<file path="config.mk">
export PLATFORM = sky130hd
export DESIGN_NAME = seq_stepper
export DESIGN_NICKNAME = d
export VERILOG_FILES = /design/src/rtl/seq_stepper_pkg.sv /design/src/rtl/seq_stepper_table.sv /design/src/rtl/seq_stepper.sv
export SDC_FILE = /design/constraint.sdc
export NUM_CORES = 1
export LEC_CHECK = 0
export CAP_MARGIN = 20
export CELL_PAD_IN_SITES_DETAIL_PLACEMENT = 0
export CELL_PAD_IN_SITES_GLOBAL_PLACEMENT = 1
export CORE_MARGIN = 1
export CORE_UTILIZATION = 49
export DETAILED_ROUTE_END_ITERATION = 8
export PLACE_DENSITY = 0.95
export RECOVER_POWER = 50
export SLEW_MARGIN = 5
export SYNTH_ARGS = -nofsm -noshare
export SYNTH_HDL_FRONTEND = slang
export SYNTH_SLANG_ARGS = --single-unit
</file>
<file path="constraint.sdc">
create_clock -name clk -period 5.7 [get_ports clk]
set_input_delay 1.14 -clock clk [delete_from_list [all_inputs] [get_ports clk]]
set_output_delay 1.14 -clock clk [all_outputs]
set_load 0.02 [all_outputs]
</file>
<file path="src/rtl/seq_stepper_pkg.sv">
// Shared types and helpers for the table-driven pattern stepper.
package seq_stepper_pkg;

    typedef enum logic [1:0] {
        MODE_WRAP   = 2'd0,
        MODE_SAT    = 2'd1,
        MODE_BOUNCE = 2'd2,
        MODE_RSVD   = 2'd3
    } step_mode_e;

    localparam logic DIR_UP   = 1'b1;
    localparam logic DIR_DOWN = 1'b0;

    // Reset contents of entry i: i mod 2^width.
    function automatic int default_entry(input int i, input int width);
        if (width >= 31) return i;
        return i % (1 << width);
    endfunction

endpackage

</file>
<file path="src/rtl/seq_stepper_table.sv">
// DEPTH x WIDTH pattern table: one write port, one combinational read port.
module seq_table
    import seq_stepper_pkg::*;
#(
    parameter int WIDTH = 4,
    parameter int DEPTH = 8,
    parameter int IDX_W = $clog2(DEPTH)
) (
    input  logic             clk,
    input  logic             rst,
    input  logic             wr_en,
    input  logic [IDX_W-1:0] wr_addr,
    input  logic [WIDTH-1:0] wr_data,
    input  logic [IDX_W-1:0] rd_addr,
    output logic [WIDTH-1:0] rd_data
);

    logic [DEPTH-1:0][WIDTH-1:0] r_mem;
    logic                        w_wr_ok;

    assign w_wr_ok = wr_en && (32'(wr_addr) < DEPTH);

    always_ff @(posedge clk or negedge rst) begin
        if (!rst) begin
            for (int i = 0; i < DEPTH; i++)
                r_mem[i] <= WIDTH'(default_entry(i, WIDTH));
        end else if (w_wr_ok) begin
            r_mem[wr_addr] <= wr_data;
        end
    end

    assign rd_data = r_mem[rd_addr];

endmodule

</file>
<file path="src/rtl/seq_stepper.sv">
// Up/down pattern sequencer walking a writable table with wrap/saturate/bounce ends.
module seq_stepper
    import seq_stepper_pkg::*;
#(
    parameter int WIDTH = 4,
    parameter int DEPTH = 8,
    parameter int IDX_W = $clog2(DEPTH)
) (
    input  logic             clk,
    input  logic             rst,
    input  logic             en,
    input  logic             up,
    input  logic [1:0]       mode,
    input  logic             load,
    input  logic [IDX_W-1:0] load_idx,
    input  logic             wr_en,
    input  logic [IDX_W-1:0] wr_addr,
    input  logic [WIDTH-1:0] wr_data,
    output logic [WIDTH-1:0] value,
    output logic [IDX_W-1:0] index,
    output logic             edge_evt
);

    localparam logic [IDX_W-1:0] LAST = IDX_W'(DEPTH - 1);

    logic [IDX_W-1:0] r_idx;
    logic             r_dir;
    logic [WIDTH-1:0] r_value;
    logic             r_evt;

    logic [IDX_W-1:0] w_nxt_idx;
    logic             w_nxt_dir;
    logic             w_evt;
    logic             w_at_top;
    logic             w_at_bot;
    logic             w_wr_hit;
    logic [WIDTH-1:0] w_rd_data;

    assign w_at_top = (r_idx == LAST);
    assign w_at_bot = (r_idx == '0);

    always_comb begin
        w_nxt_idx = r_idx;
        w_nxt_dir = r_dir;
        w_evt     = 1'b0;
        if (load) begin
            // An out-of-range load still wins over stepping; it just has no effect.
            if (32'(load_idx) < DEPTH)
                w_nxt_idx = load_idx;
        end else if (en) begin
            case (step_mode_e'(mode))
                MODE_SAT: begin
                    if (up) begin
                        if (w_at_top) w_evt = 1'b1;
                        else          w_nxt_idx = r_idx + 1'b1;
                    end else begin
                        if (w_at_bot) w_evt = 1'b1;
                        else          w_nxt_idx = r_idx - 1'b1;
                    end
                end
                MODE_BOUNCE: begin
                    if (r_dir == DIR_UP) begin
                        if (w_at_top) begin
                            w_nxt_dir = DIR_DOWN;
                            w_nxt_idx = LAST - 1'b1;
                            w_evt     = 1'b1;
                        end else begin
                            w_nxt_idx = r_idx + 1'b1;
                        end
                    end else begin
                        if (w_at_bot) begin
                            w_nxt_dir = DIR_UP;
                            w_nxt_idx = IDX_W'(1);
                            w_evt     = 1'b1;
                        end else begin
                            w_nxt_idx = r_idx - 1'b1;
                        end
                    end
                end
                default: begin
                    if (up) begin
                        w_nxt_idx = w_at_top ? '0 : r_idx + 1'b1;
                        w_evt     = w_at_top;
                    end else begin
                        w_nxt_idx = w_at_bot ? LAST : r_idx - 1'b1;
                        w_evt     = w_at_bot;
                    end
                end
            endcase
        end
    end

    // Read the entry the pointer lands on; a same-edge write to it bypasses the table.
    seq_table #(
        .WIDTH (WIDTH),
        .DEPTH (DEPTH),
        .IDX_W (IDX_W)
    ) u_table (
        .clk     (clk),
        .rst     (rst),
        .wr_en   (wr_en),
        .wr_addr (wr_addr),
        .wr_data (wr_data),
        .rd_addr (w_nxt_idx),
        .rd_data (w_rd_data)
    );

    assign w_wr_hit = wr_en && (32'(wr_addr) < DEPTH) && (wr_addr == w_nxt_idx);

    always_ff @(posedge clk or negedge rst) begin
        if (!rst) begin
            r_idx   <= '0;
            r_dir   <= DIR_UP;
            r_value <= '0;
            r_evt   <= 1'b0;
        end else begin
            r_idx   <= w_nxt_idx;
            r_dir   <= w_nxt_dir;
            r_evt   <= w_evt;
            r_value <= w_wr_hit ? wr_data : w_rd_data;
        end
    end

    assign value    = r_value;
    assign index    = r_idx;
    assign edge_evt = r_evt;

endmodule

</file>
Word-level counts from Yosys, hierarchy flattened

Cells that the tools add are included.

Add/sub/neg operators: 2
$lt $le $gt $ge: 3
Equal/unequal tests: 4
Mux-type cells: 28
Bitwise gates (word level): 1
Reduce and logical (&&, ||, !) cells: 4

Operators by type and width:

| operator                                                                      | number |
|---|---|
| 3-bit 2-to-1 mux                                                              | 11 |
| 32-bit bitwise mux                                                            | 1 |
| 4-bit binary-select mux with 3-bit select                                     | 1 |
| 4-bit demux with 3-bit select                                                 | 1 |
| 4-bit 2-to-1 mux                                                              | 3 |
| 1-bit 2-to-1 mux                                                              | 9 |
| 3-bit by 4-bit less-than comparator with 1-bit output (second input constant) | 2 |
| 3-bit case mux with 2 select lines                                            | 1 |
| 3-bit by 1-bit adder with 3-bit output (second input constant)                | 1 |
| 3-bit equality test                                                           | 1 |
| 3-bit equality test (second input constant)                                   | 1 |
| 3-bit by 1-bit >= comparator with 1-bit output (second input constant)        | 1 |
| 3-bit zero test                                                               | 1 |
| 3-bit AND reduction                                                           | 1 |
| 3-bit by 1-bit subtractor with 3-bit output (second input constant)           | 1 |
| 2-bit by 1-bit equality test with 1-bit output (second input constant)        | 1 |
| 2-bit equality test (second input constant)                                   | 1 |
| 1-bit logical AND                                                             | 2 |
| 1-bit case mux with 2 select lines                                            | 1 |
| 1-bit NOT                                                                     | 1 |

Register bits after elaboration: 41

Logic depth before layout (Yosys ltp)

Gate-level depths: netlist of the first run.

Depth in word-level cells: 9
Mapped depth: 15

Modules after synthesis

From an unflattened synthesis of the first run, not the netlist that was laid out.

Cells, all modules: 180
Area, all modules: 2,393.5 sq um

Modules (own cells, without submodules):

| module      | times used | cells an instance | area each (sq um) |
|---|---|---|---|
| seq_table   | 1          | 86                | 1,540.2 |
| seq_stepper | 1          | 94                | 853.3 |

Worst setup path after synthesis of the first run

OpenSTA, ideal clock, no wires.

Kind: input to register
Start: input port mode[0]
End: register r_value[1] (netlist: value[1])
Data arrival time: 2.871 ns
Required time: 5.570 ns
Setup slack: 2.699 ns
Stages on the path: 11
Path buffers: 2
Path through: inv_1 ha_1 a22oi_1 o221a_1 o31ai_1 buf_6 buf_12 mux2i_1 o21ai_0 o22ai_1 o22ai_1

Word-level cells in the longest chain between the ends: 7
Elaborated cells between the ends (all ways): 10
Those cells by class: eq/ne: 3; mux: 6; reduce/logical: 1

RTL lines:

| element                                                                               | RTL line                                    | RTL |
|---|---|---|
| start, declared                                                                       | seq_stepper.sv:13                           | `input logic [1:0] mode,` |
| 2-bit equality test or 2-bit by 1-bit equality test with 1-bit output (tied branches) | seq_stepper.sv:51                           | `case (step_mode_e'(mode))` |
| 3-bit case mux with 2 select lines *                                                  | seq_stepper.sv:51                           |  |
| 3-bit 2-to-1 mux *                                                                    | seq_stepper.sv:50                           | `end else if (en) begin` |
| 3-bit 2-to-1 mux *                                                                    | seq_stepper.sv:46                           | `if (load) begin` |
| net u_table.rd_addr[2]                                                                | seq_stepper_table.sv:14                     | `input logic [IDX_W-1:0] rd_addr,` |
| 4-bit binary-select mux with 3-bit select or 3-bit equality test (tied branches)      | seq_stepper_table.sv:32, seq_stepper.sv:108 |  |
| 4-bit 2-to-1 mux (implied by the code) or 1-bit logical AND (tied branches)           | seq_stepper_table.sv:32, seq_stepper.sv:108 |  |
| 4-bit 2-to-1 mux *                                                                    | seq_stepper.sv:120                          | `r_value <= w_wr_hit ? wr_data : w_rd_data;` |
| end signal, assigned                                                                  | seq_stepper.sv:120                          |  |
| end, declared                                                                         | seq_stepper.sv:28                           | `logic [WIDTH-1:0] r_value;` |

Mark *: on every way through the listed nets, which the timed path passes. The rest lies on a longest branch. The select of a mux whose other input is x is not followed.
A chain may end at the register's enable or synchronous reset.

Worst setup path after layout of the first run

Start: input port mode[0]
End: register r_value[0] (netlist: value[0])

Word-level cells in the longest chain between the ends: 7
Elaborated cells between the ends (all ways): 10
Those cells by class: eq/ne: 3; mux: 6; reduce/logical: 1

RTL lines:

| element                                                                               | RTL line |
|---|---|
| 2-bit equality test or 2-bit by 1-bit equality test with 1-bit output (tied branches) | seq_stepper.sv:51 |
| 3-bit case mux with 2 select lines *                                                  | seq_stepper.sv:51 |
| 3-bit 2-to-1 mux *                                                                    | seq_stepper.sv:50 |
| 3-bit 2-to-1 mux *                                                                    | seq_stepper.sv:46 |
| 4-bit binary-select mux with 3-bit select or 3-bit equality test (tied branches)      | seq_stepper_table.sv:32, seq_stepper.sv:108 |
| 4-bit 2-to-1 mux (implied by the code) or 1-bit logical AND (tied branches)           | seq_stepper_table.sv:32, seq_stepper.sv:108 |
| 4-bit 2-to-1 mux *                                                                    | seq_stepper.sv:120 |

Every way passes the cells marked *; elsewhere a longest branch is shown, timed or not. The select of a mux whose other input is x is not followed.

==> results of run 1 <==
metal layers:
| layer | vias up | part of all wire | GRT usage | routed length [um] |
|---|---|---|---|---|
| met3 | 15 | 0.031 | 0.0388 | 195 |
| met2 | 54 | 0.48 | 0.365 | 3060 |
| met5 | - | 0 | 0 | 0 |
| met4 | 0 | 0.021 | 0.0868 | 133 |
| met1 | 1069 | 0.46 | 0.299 | 2920 |
| li1 | 1055 | - | - | - |
stage by stage:
| step | setup slack [ns] | hold WS (ns) | cells | area, um^2 |
|---|---|---|---|---|
| 2_1_floorplan | 2.70 | 0.501 | 279 | 2810 |
| 3_3_place_gp | 1.60 | 0.514 | 358 | 3040 |
| 3_5_place_dp | 1.54 | 0.524 | 358 | 3040 |
| 4_1_cts | 1.84 | 0.539 | 366 | 3130 |
| 5_1_grt | 1.48 | 0.556 | 366 | 3130 |
| 6_report | 1.68 | 0.538 | 366 | 3130 |
sequential cells by signal, indices dropped and copies added (netlist names):
name,flops
r_dir,1
value,4
edge_evt,1
u_table.r_mem,32
index,3
worst max path at each step:
stage	endpoint	slack, ns	depth (start not counted)
2_1_floorplan	value[1]$_DFF_PN0_	2.70	11
3_3_place_gp	value[0]$_DFF_PN0_	1.60	10
3_5_place_dp	value[0]$_DFF_PN0_	1.54	10
4_1_cts	value[0]$_DFF_PN0_	1.84	10
5_1_grt	value[0]$_DFF_PN0_	1.48	10
6_report	value[0]$_DFF_PN0_	1.68	10
power breakdown:
group	switching, mW	total (mW)	internal, mW
sequential	0.0538	0.426	0.372
clock	0.0922	0.191	0.0987
combinational	0.166	0.330	0.164
total	0.312	0.947	0.635
cells by family (layout without fill, tap and decap cells):
logic type,Yosys count,in the layout
adders and majority gates,9,9
DFF,41,41
AOI/OAI and AO/OA,68,68
muxes,67,67
and+or+nand+nor,59,59
xor gates and xnor gates,2,2
buffers and inverters,33,48
layout by cell type (no fill, tap or decap), drive strengths merged, types with 2 or more instances in the layout:
| master | count |
|---|---|
| o22ai | 24 |
| a31oi | 2 |
| inv | 15 |
| clkbuf | 9 |
| o2111ai | 4 |
| nand2b | 4 |
| clkdlybuf4s50 | 21 |
| a31o | 2 |
| or3 | 4 |
| dlygate4sd3 | 3 |
| mux2i | 34 |
| o31ai | 2 |
| nand4 | 3 |
| a22oi | 7 |
| nor3 | 5 |
| mux2 | 33 |
| dfstp | 13 |
| dfrtp | 28 |
| nor2 | 7 |
| ha | 9 |
| o21ai | 20 |
| nor2b | 4 |
| a21oi | 3 |
| nand2 | 27 |
| xor2 | 2 |
final cells by class:
type                            instances  area share
Clock buffer                            8      0.0288
Timing Repair Buffer                   25      0.0779
Inverter                               15      0.0180
Sequential cell                        41       0.333
Multi-Input combinational cell        205       0.514
Tap cell                               72      0.0288
==> flow_summary.ini, run 1 <==
[synthesis]
synthesis.area_um2 = 2810
synth-seq-cells = 41
synth.yosys.seq_area_share = 0.372
synth_largest_type_area_fraction = 0.250
synth.avg_cell_area_um2 = 10.1
netlist.top_cell.by_area = dfrtp_1
synthesis.yosys.warnings = 0
synth.mux.area_fraction = 0.254
yosys.area_share.simple = 0.104
post_synth_most_frequent_cells = mux2i_1 (34), mux2_2 (33), dfrtp_1 (28), nand2_1 (27), o22ai_1 (24)
synthXorXnorAreaFrac = 0.00624
synthesized_area_fraction_occupied_by_ao_oa_aoi_and_oai_cells = 0.165
post_synth_fa_ha_maj_area_fraction = 0.0401
synthCells = 279
synth.area.top_cells = dfrtp_1 (25%), mux2_2 (13%), dfstp_2 (12%)
ys.flop_type = dfrtp_1
synth_top_family_by_area = multiplexers
synth_edf_count = 0
synthMostInstantiatedCell = mux2i_1
postSynth.asyncResetShare = 1.00
syn-num-nets = 306
netlist-cell-type-count = 40

[global_route]
grt_antenna_before_repair = 0
tot_gr_track_use = 0.225
grt_first_pass_wirelength_um = 10600
grt_pass1_vias = 2235
overflow = 0
grt_max_degree = 42

[placement]
place_congestion = 0.882
detailed_place_hpwl_um = 4390
io_buffers = 25

[floorplan]
die_h_um = 77.7
floorplan.io_pins = 26
initial_core_util = 0.509
site_row_count = 27
placeableCoreArea_um2 = 5510
fp.dieW_um = 77.7
dieArea_um2 = 6030

[timing]
relSlewSlack = -0.457
finalWorstPathRequiredPeriod_ns = 4.02
final_hold_violation_count = 0
timing.setup.tns_ns = 0
skew_ns = 0.00923
worst-slew-pin-transition_ns = 2.19
rsz0062_at_grt = no
final-max-slew-violation-count = 42
max_freq_mhz = 248
final_setup_fails = 0
final_cycle_share = 0.706

[cells_and_area]
finish.net_count = 320
multi_input_logic_area_um2 = 1610
fillerInstances = 483
final_core_util = 0.569
layout.area.seq_um2 = 1040
areaGrowthSynthToFinish_pct = 11.7
antenna_cells_inserted = 0
post_route_cells_drive_above_1_share = 0.207

[worst_setup_path]
crit_arrival_ns = 4.19
max_stage_delay_ns = 0.94
path_class = in2reg
crit_chain = dlygate4sd3_1, inv_1, ha_1, a22oi_1, o221a_1, o31ai_4, mux2i_1, o21ai_0, o22ai_1, o22ai_1
timing.critical_path.mode_cell = o22ai_1
critical_path_required_ns = 5.87
ff2ff_setup_slack_ns = 2.19
critical_path.endpoint_type = flop
startpoint = mode[0]
critical_path.startpoint_type = input pin
slowest_stage = o31ai_4
capture_instance_of_the_worst_register_to_register_path = value[0]$_DFF_PN0_
worst-r2r-cell-count = 12
path_buf_inv = 2
reg2reg_from = index[0]$_DFF_PN0_
crit_fanout = 17
crit_family = compound AO/OA/AOI/OAI gates

[power_and_ir_drop]
power.static_leakage_nw = 1.32
max-vdd-ir-drop_mv = 0.157
p_total_mw = 0.947
power.density_nw_per_um2 = 302

[routing]
first_pass_iters = 4
iteration_0_drc_count_of_the_detailed_router = 101
route.detailed.vias_per_inst = 5.99
num_vias = 2193
wl_per_cell_um = 17.2
drt-total-wl_um = 6300
post-route-drc-count = 0
antenna_violating_nets_post_route = 0

[run_status]
failed_checks = max-capacitance violations, max-slew violations
status = complete, but fails checks

[cts]
tritoncts_clock_tree = done
clock_path_buffers = 2
cts_resized = 0
cts_root_buffer = clkbuf_8
cts_max_level = 2
clk_latency_ns = 0.29
cts_post_setup_buffers_inserted = 0
cts_made_buffers = 5
tritoncts_num_sinks = 41
path_clk_slew_ns = 0.08
ctsHoldBuffers = 0

[hold_path]
min_path_type = reg2reg
min_to = u_table.r_mem[1]$_DFFE_PN0P_
hold_start = u_table.r_mem[1]$_DFFE_PN0P_
timing.hold.worst_path_depth = 1

[flow_run]
drv_cap = 1
Note: power is estimated with default switching activity, not from simulation.
==> inputs of run 2 (changes only) <==
CORE_UTILIZATION = 45   (was 49)
PLACE_DENSITY = 0.92   (was 0.95)
clock period = 4.2 ns   (was 5.7 ns; I/O delays follow)
==> flow_summary.ini, run 2 (synthesis results as in run 1) <==
[run_status]
status = complete, but fails checks
failed_checks = max-capacitance violations, max-slew violations

[timing]
skew_ns = 0.00332
rsz0062_at_grt = no
timing.setup.tns_ns = 0
finalWorstPathRequiredPeriod_ns = 3.44
relSlewSlack = -0.414
final.hold.worst_slack_ns = 0.539
final-max-slew-violation-count = 42
worst-slew-pin-transition_ns = 2.12
final_setup_fails = 0
final_cycle_share = 0.820
final_hold_violation_count = 0
max_freq_mhz = 290

[cells_and_area]
fin_area_um2 = 3150
multi_input_logic_area_um2 = 1610
finish.net_count = 323
final_core_util = 0.529
final_common_cell = mux2i_1
largest_register = u_table.r_mem
largest_reg_flops = 32
post_route_cells_drive_above_1_share = 0.212
fillerInstances = 537
mostFrequentLayoutCells = mux2i_1 (34), mux2_2 (33), dfrtp_1 (28), nand2_1 (27), o22ai_1 (24)
antenna_cells_inserted = 0
areaGrowthSynthToFinish_pct = 12.3
layout.area.seq_um2 = 1040

[placement]
placement.cell_area_um2 = 3070
detailed_place_hpwl_um = 4640
place_congestion = 0.831
io_buffers = 25

[cts]
tritoncts_num_sinks = 41
tritoncts_clock_tree = done
cts_post_setup_buffers_inserted = 0
cts_max_level = 2
path_clk_slew_ns = 0.07
clock_path_buffers = 2
clk_latency_ns = 0.29
cts_root_buffer = clkbuf_8
cts_resized = 0
ctsHoldBuffers = 0
cts_made_buffers = 5

[global_route]
gr-max-usage-layer = met2
grt_max_degree = 42
global_route.usage.met2 = 0.356
overflow = 0
grt_first_pass_wirelength_um = 10700
grt_antenna_before_repair = 0
grt_pass1_vias = 2164
tot_gr_track_use = 0.214
grt.met1_usage = 0.277
groute.layer.met3.usage = 0.0303

[power_and_ir_drop]
power.share.combinational = 0.355
swShare = 0.332
power.static_leakage_nw = 1.33
cellInternalPower_mw = 0.849
max-vdd-ir-drop_mv = 0.291
clockPowerShare = 0.190
seqPwrFrac = 0.455
power.density_nw_per_um2 = 404
power.net_switching_mw = 0.423
p_total_mw = 1.27

[hold_path]
min_path_type = reg2reg

[routing]
first_pass_iters = 4
post-route-drc-count = 0
route.detailed.vias_per_inst = 5.95
num_vias = 2213
iteration_0_drc_count_of_the_detailed_router = 99
drt-total-wl_um = 6340
antenna_violating_nets_post_route = 0
wl_per_cell_um = 17.0

[floorplan]
site_row_count = 28
initial_core_util = 0.471
fp.dieW_um = 81.0
dieArea_um2 = 6550
die_h_um = 81.0
floorplan.io_pins = 26
placeableCoreArea_um2 = 5960

[worst_setup_path]
crit_fanout = 9
critical_path.startpoint_type = input pin
critical_path.endpoint_type = flop
critical_path_required_ns = 4.37
path_class = in2reg
crit_arrival_ns = 3.61

[flow_run]
drv_cap = 1
## run 2: path summary, 6_finish.rpt
check                                                   start                            end  slack, ns  cells after the start
worst max register to register             index[0]$_DFF_PN0_             value[2]$_DFF_PN0_       0.92                     12
min in group asynchronous                                 rst   u_table.r_mem[7]$_DFFE_PN0P_       1.16                      1
worst min register to register  u_table.r_mem[21]$_DFFE_PN0P_  u_table.r_mem[21]$_DFFE_PN0P_       0.54                      1
max in group asynchronous                                 rst             index[0]$_DFF_PN0_       1.83                      1
worst min-delay path            u_table.r_mem[21]$_DFFE_PN0P_  u_table.r_mem[21]$_DFFE_PN0P_       0.54                      1
worst max-delay path                                  mode[1]             value[0]$_DFF_PN0_       0.76                     10
## run 2: stage by stage
stage                     cells  setup WS (ns)
after floorplan             279           1.40
after global routing        372          0.576
final                       372          0.757
after CTS                   372          0.842
after detailed placement    364          0.544
after global placement      364          0.632
## run 2: power groups by stage
| stage | clock (mW) | combinational (mW) | sequential (mW) |
|---|---|---|---|
| 2_1_floorplan | 0 | 0.314 | 0.582 |
| 3_3_place_gp | 0 | 0.439 | 0.580 |
| 3_5_place_dp | 0 | 0.451 | 0.584 |
| 4_1_cts | 0.251 | 0.452 | 0.577 |
| 5_1_grt | 0.261 | 0.498 | 0.592 |
| 6_report | 0.242 | 0.451 | 0.579 |
## run 2: worst max-delay path: stages
cell,delay (ns)
dlygate4sd3_1,0.55
ha_1,0.29
a22oi_1,0.13
o221a_1,0.31
o31ai_4,0.62
buf_4,0.32
mux2i_1,0.21
o21ai_1,0.08
o22ai_1,0.14
o22ai_1,0.11
## run 2: layout make-up
type / count / share of cell area
flip-flops and latches: 41 / 0.331
clock buffers: 8 / 0.0254
inverters: 15 / 0.0179
well taps: 75 / 0.0298
multi-input cells: 205 / 0.511
repair buffers: 28 / 0.0846
## run 2: metal layers
layer  share of wire  routed length [um]
met1            0.46                2930
met2            0.48                3060
met3           0.035                 223
met4           0.020                 125
met5               0                   0
==> inputs of run 3 (changes only) <==
CORE_UTILIZATION = 41   (was 45)
PLACE_DENSITY = 0.88   (was 0.92)
clock period = 3 ns   (was 4.2 ns; I/O delays follow)
==> flow_summary.ini, run 3 (synthesis results as in run 1) <==
[cts]
clock_path_buffers = 2
cts_max_level = 2
path_clk_slew_ns = 0.08
cts_root_buffer = clkbuf_8
ctsHoldBuffers = 0
tritoncts_num_sinks = 41
tritoncts_clock_tree = done
cts_made_buffers = 5
clk_latency_ns = 0.29

[floorplan]
dieArea_um2 = 7180
site_row_count = 29
placeableCoreArea_um2 = 6460
fp.dieW_um = 84.7
die_h_um = 84.7
initial_core_util = 0.434
floorplan.io_pins = 26

[global_route]
tot_gr_track_use = 0.197
grt_first_pass_wirelength_um = 11100
overflow = 0
grt_pass1_vias = 2283
grt_max_degree = 42
groute.layer.met3.usage = 0.0433
gr-max-usage-layer = met2
grt_antenna_before_repair = 0
global_route.usage.met2 = 0.336
grt.met1_usage = 0.254

[timing]
worst-slew-pin-transition_ns = 2.16
relSlewSlack = -0.439
final_setup_fails = 0
finalWorstPathRequiredPeriod_ns = 2.84
final-max-slew-violation-count = 42
max_freq_mhz = 352
rsz0062_at_grt = no
timing.setup.tns_ns = 0
final_cycle_share = 0.947
final_hold_violation_count = 0
skew_ns = 0.00620

[power_and_ir_drop]
power.static_leakage_nw = 1.43
seqPwrFrac = 0.429
cellInternalPower_mw = 1.27
max-vdd-ir-drop_mv = 0.323
swShare = 0.330
clockPowerShare = 0.208
power.net_switching_mw = 0.626
power.share.combinational = 0.363
p_total_mw = 1.90
power.density_nw_per_um2 = 563

[routing]
wl_per_cell_um = 17.3
antenna_violating_nets_post_route = 0
iteration_0_drc_count_of_the_detailed_router = 118
post-route-drc-count = 0
drt-total-wl_um = 6770
num_vias = 2323
first_pass_iters = 6
route.detailed.vias_per_inst = 5.94

[run_status]
status = complete, but fails checks
failed_checks = max-capacitance violations, max-slew violations

[flow_run]
drv_cap = 1

[worst_setup_path]
crit_fanout = 6
slowest_stage = clkdlybuf4s50_1
critical_path.startpoint_type = input pin
max_stage_delay_ns = 0.48
reg2reg_from = index[0]$_DFF_PN0_
critical_path.endpoint_type = flop
startpoint = mode[0]
crit_chain = clkdlybuf4s50_1, inv_1, ha_1, nor2b_1, o2111ai_1, and4b_1, or3_4, o2111a_1, nand2_1, o21ai_0, o22ai_1
path_class = in2reg
crit_arrival_ns = 3.05
critical_path_required_ns = 3.21

[cells_and_area]
final_common_cell = mux2i_1
areaGrowthSynthToFinish_pct = 20.1
antenna_cells_inserted = 0
finish.net_count = 340
largest_reg_flops = 32
mostFrequentLayoutCells = mux2i_1 (34), mux2_2 (33), dfrtp_1 (27), nand2_1 (26), o22ai_1 (23)
finish.cell_count_without_fillers = 391
fillerInstances = 590
post_route_cells_drive_above_1_share = 0.299
largest_register = u_table.r_mem

[placement]
detailed_place_hpwl_um = 4860
dp_cells = 382
io_buffers = 25
place_congestion = 0.810

[hold_path]
min_path_type = reg2reg
hold_start = u_table.r_mem[8]$_DFFE_PN0P_
[run 3: changes by cell type in the layout (fill, tap and decap cells not counted), sizes merged]
cell / previous run / this run
dlygate4sd3: 4 / 3
buf: 3 / 20
clkdlybuf4s50: 20 / 21
clkinv: 0 / 1
clkbuf: 9 / 8
[run 3: layer usage]
layer  share of wire  wire length (um)  up-vias
met5               0                 0        -
met4          0.0052                35        0
met3           0.046               311        6
met2            0.49              3320       69
met1            0.46              3100     1147
li1                -                 -     1101
[run 3: final timing paths]
| kind | cells after the start | slack, ns | to |
|---|---|---|---|
| setup / recovery | 11 | 0.16 | value[2]$_DFF_PN0_ |
| hold / removal | 1 | 0.54 | u_table.r_mem[8]$_DFFE_PN0P_ |
| setup reg to reg | 13 | 0.17 | value[2]$_DFF_PN0_ |
| hold reg to reg | 1 | 0.54 | u_table.r_mem[8]$_DFFE_PN0P_ |
| max in group asynchronous | 1 | 0.68 | index[0]$_DFF_PN0_ |
| min in group asynchronous | 1 | 0.93 | u_table.r_mem[17]$_DFFE_PN0P_ |
[run 3: layout make-up]
cell class	instances	area, um^2	share of cell area
Multi-Input combinational cell	205	1650	0.491
Sequential cell	41	1040	0.310
Timing Repair Buffer	45	419	0.124
Clock buffer	7	96.3	0.0286
Tap cell	77	96.3	0.0286
Inverter	15	56.3	0.0167
Clock inverter	1	5.00	0.00149
[run 3: repair_timing]
item                                    CTS  global route
endpoints found under the setup margin    0             4
resized for setup                         0            14
setup buffers                             0             1
[run 3: power by group through the flow]
stage	combinational [mW]	clock, mW	sequential, mW
floorplan	0.440	0	0.815
global placement	0.653	0	0.813
detailed placement	0.669	0	0.818
CTS	0.672	0.403	0.809
global route	0.753	0.429	0.826
finish	0.688	0.395	0.813
[run 3: per-stage QoR]
step | cell area (um^2) | util | hold WS (ns) | setup slack [ns]
floorplan | 2810 | - | 0.304 | 0.203
global placement | 3220 | 0.498 | 0.514 | -0.0694
detailed placement | 3220 | 0.498 | 0.521 | -0.169
CTS | 3320 | 0.514 | 0.461 | 0.0442
global route | 3370 | 0.522 | 0.558 | 0.0119
finish | 3370 | 0.522 | 0.540 | 0.159
[run 3: critical path, delay by kind of cell]
family | cells | cell delay [ns]
AND/OR/NAND/NOR | 4 | 0.94
adder cells (fa/ha/maj) | 1 | 0.36
AO/OA/AOI/OAI | 4 | 0.62
buffers and inverters | 2 | 0.53
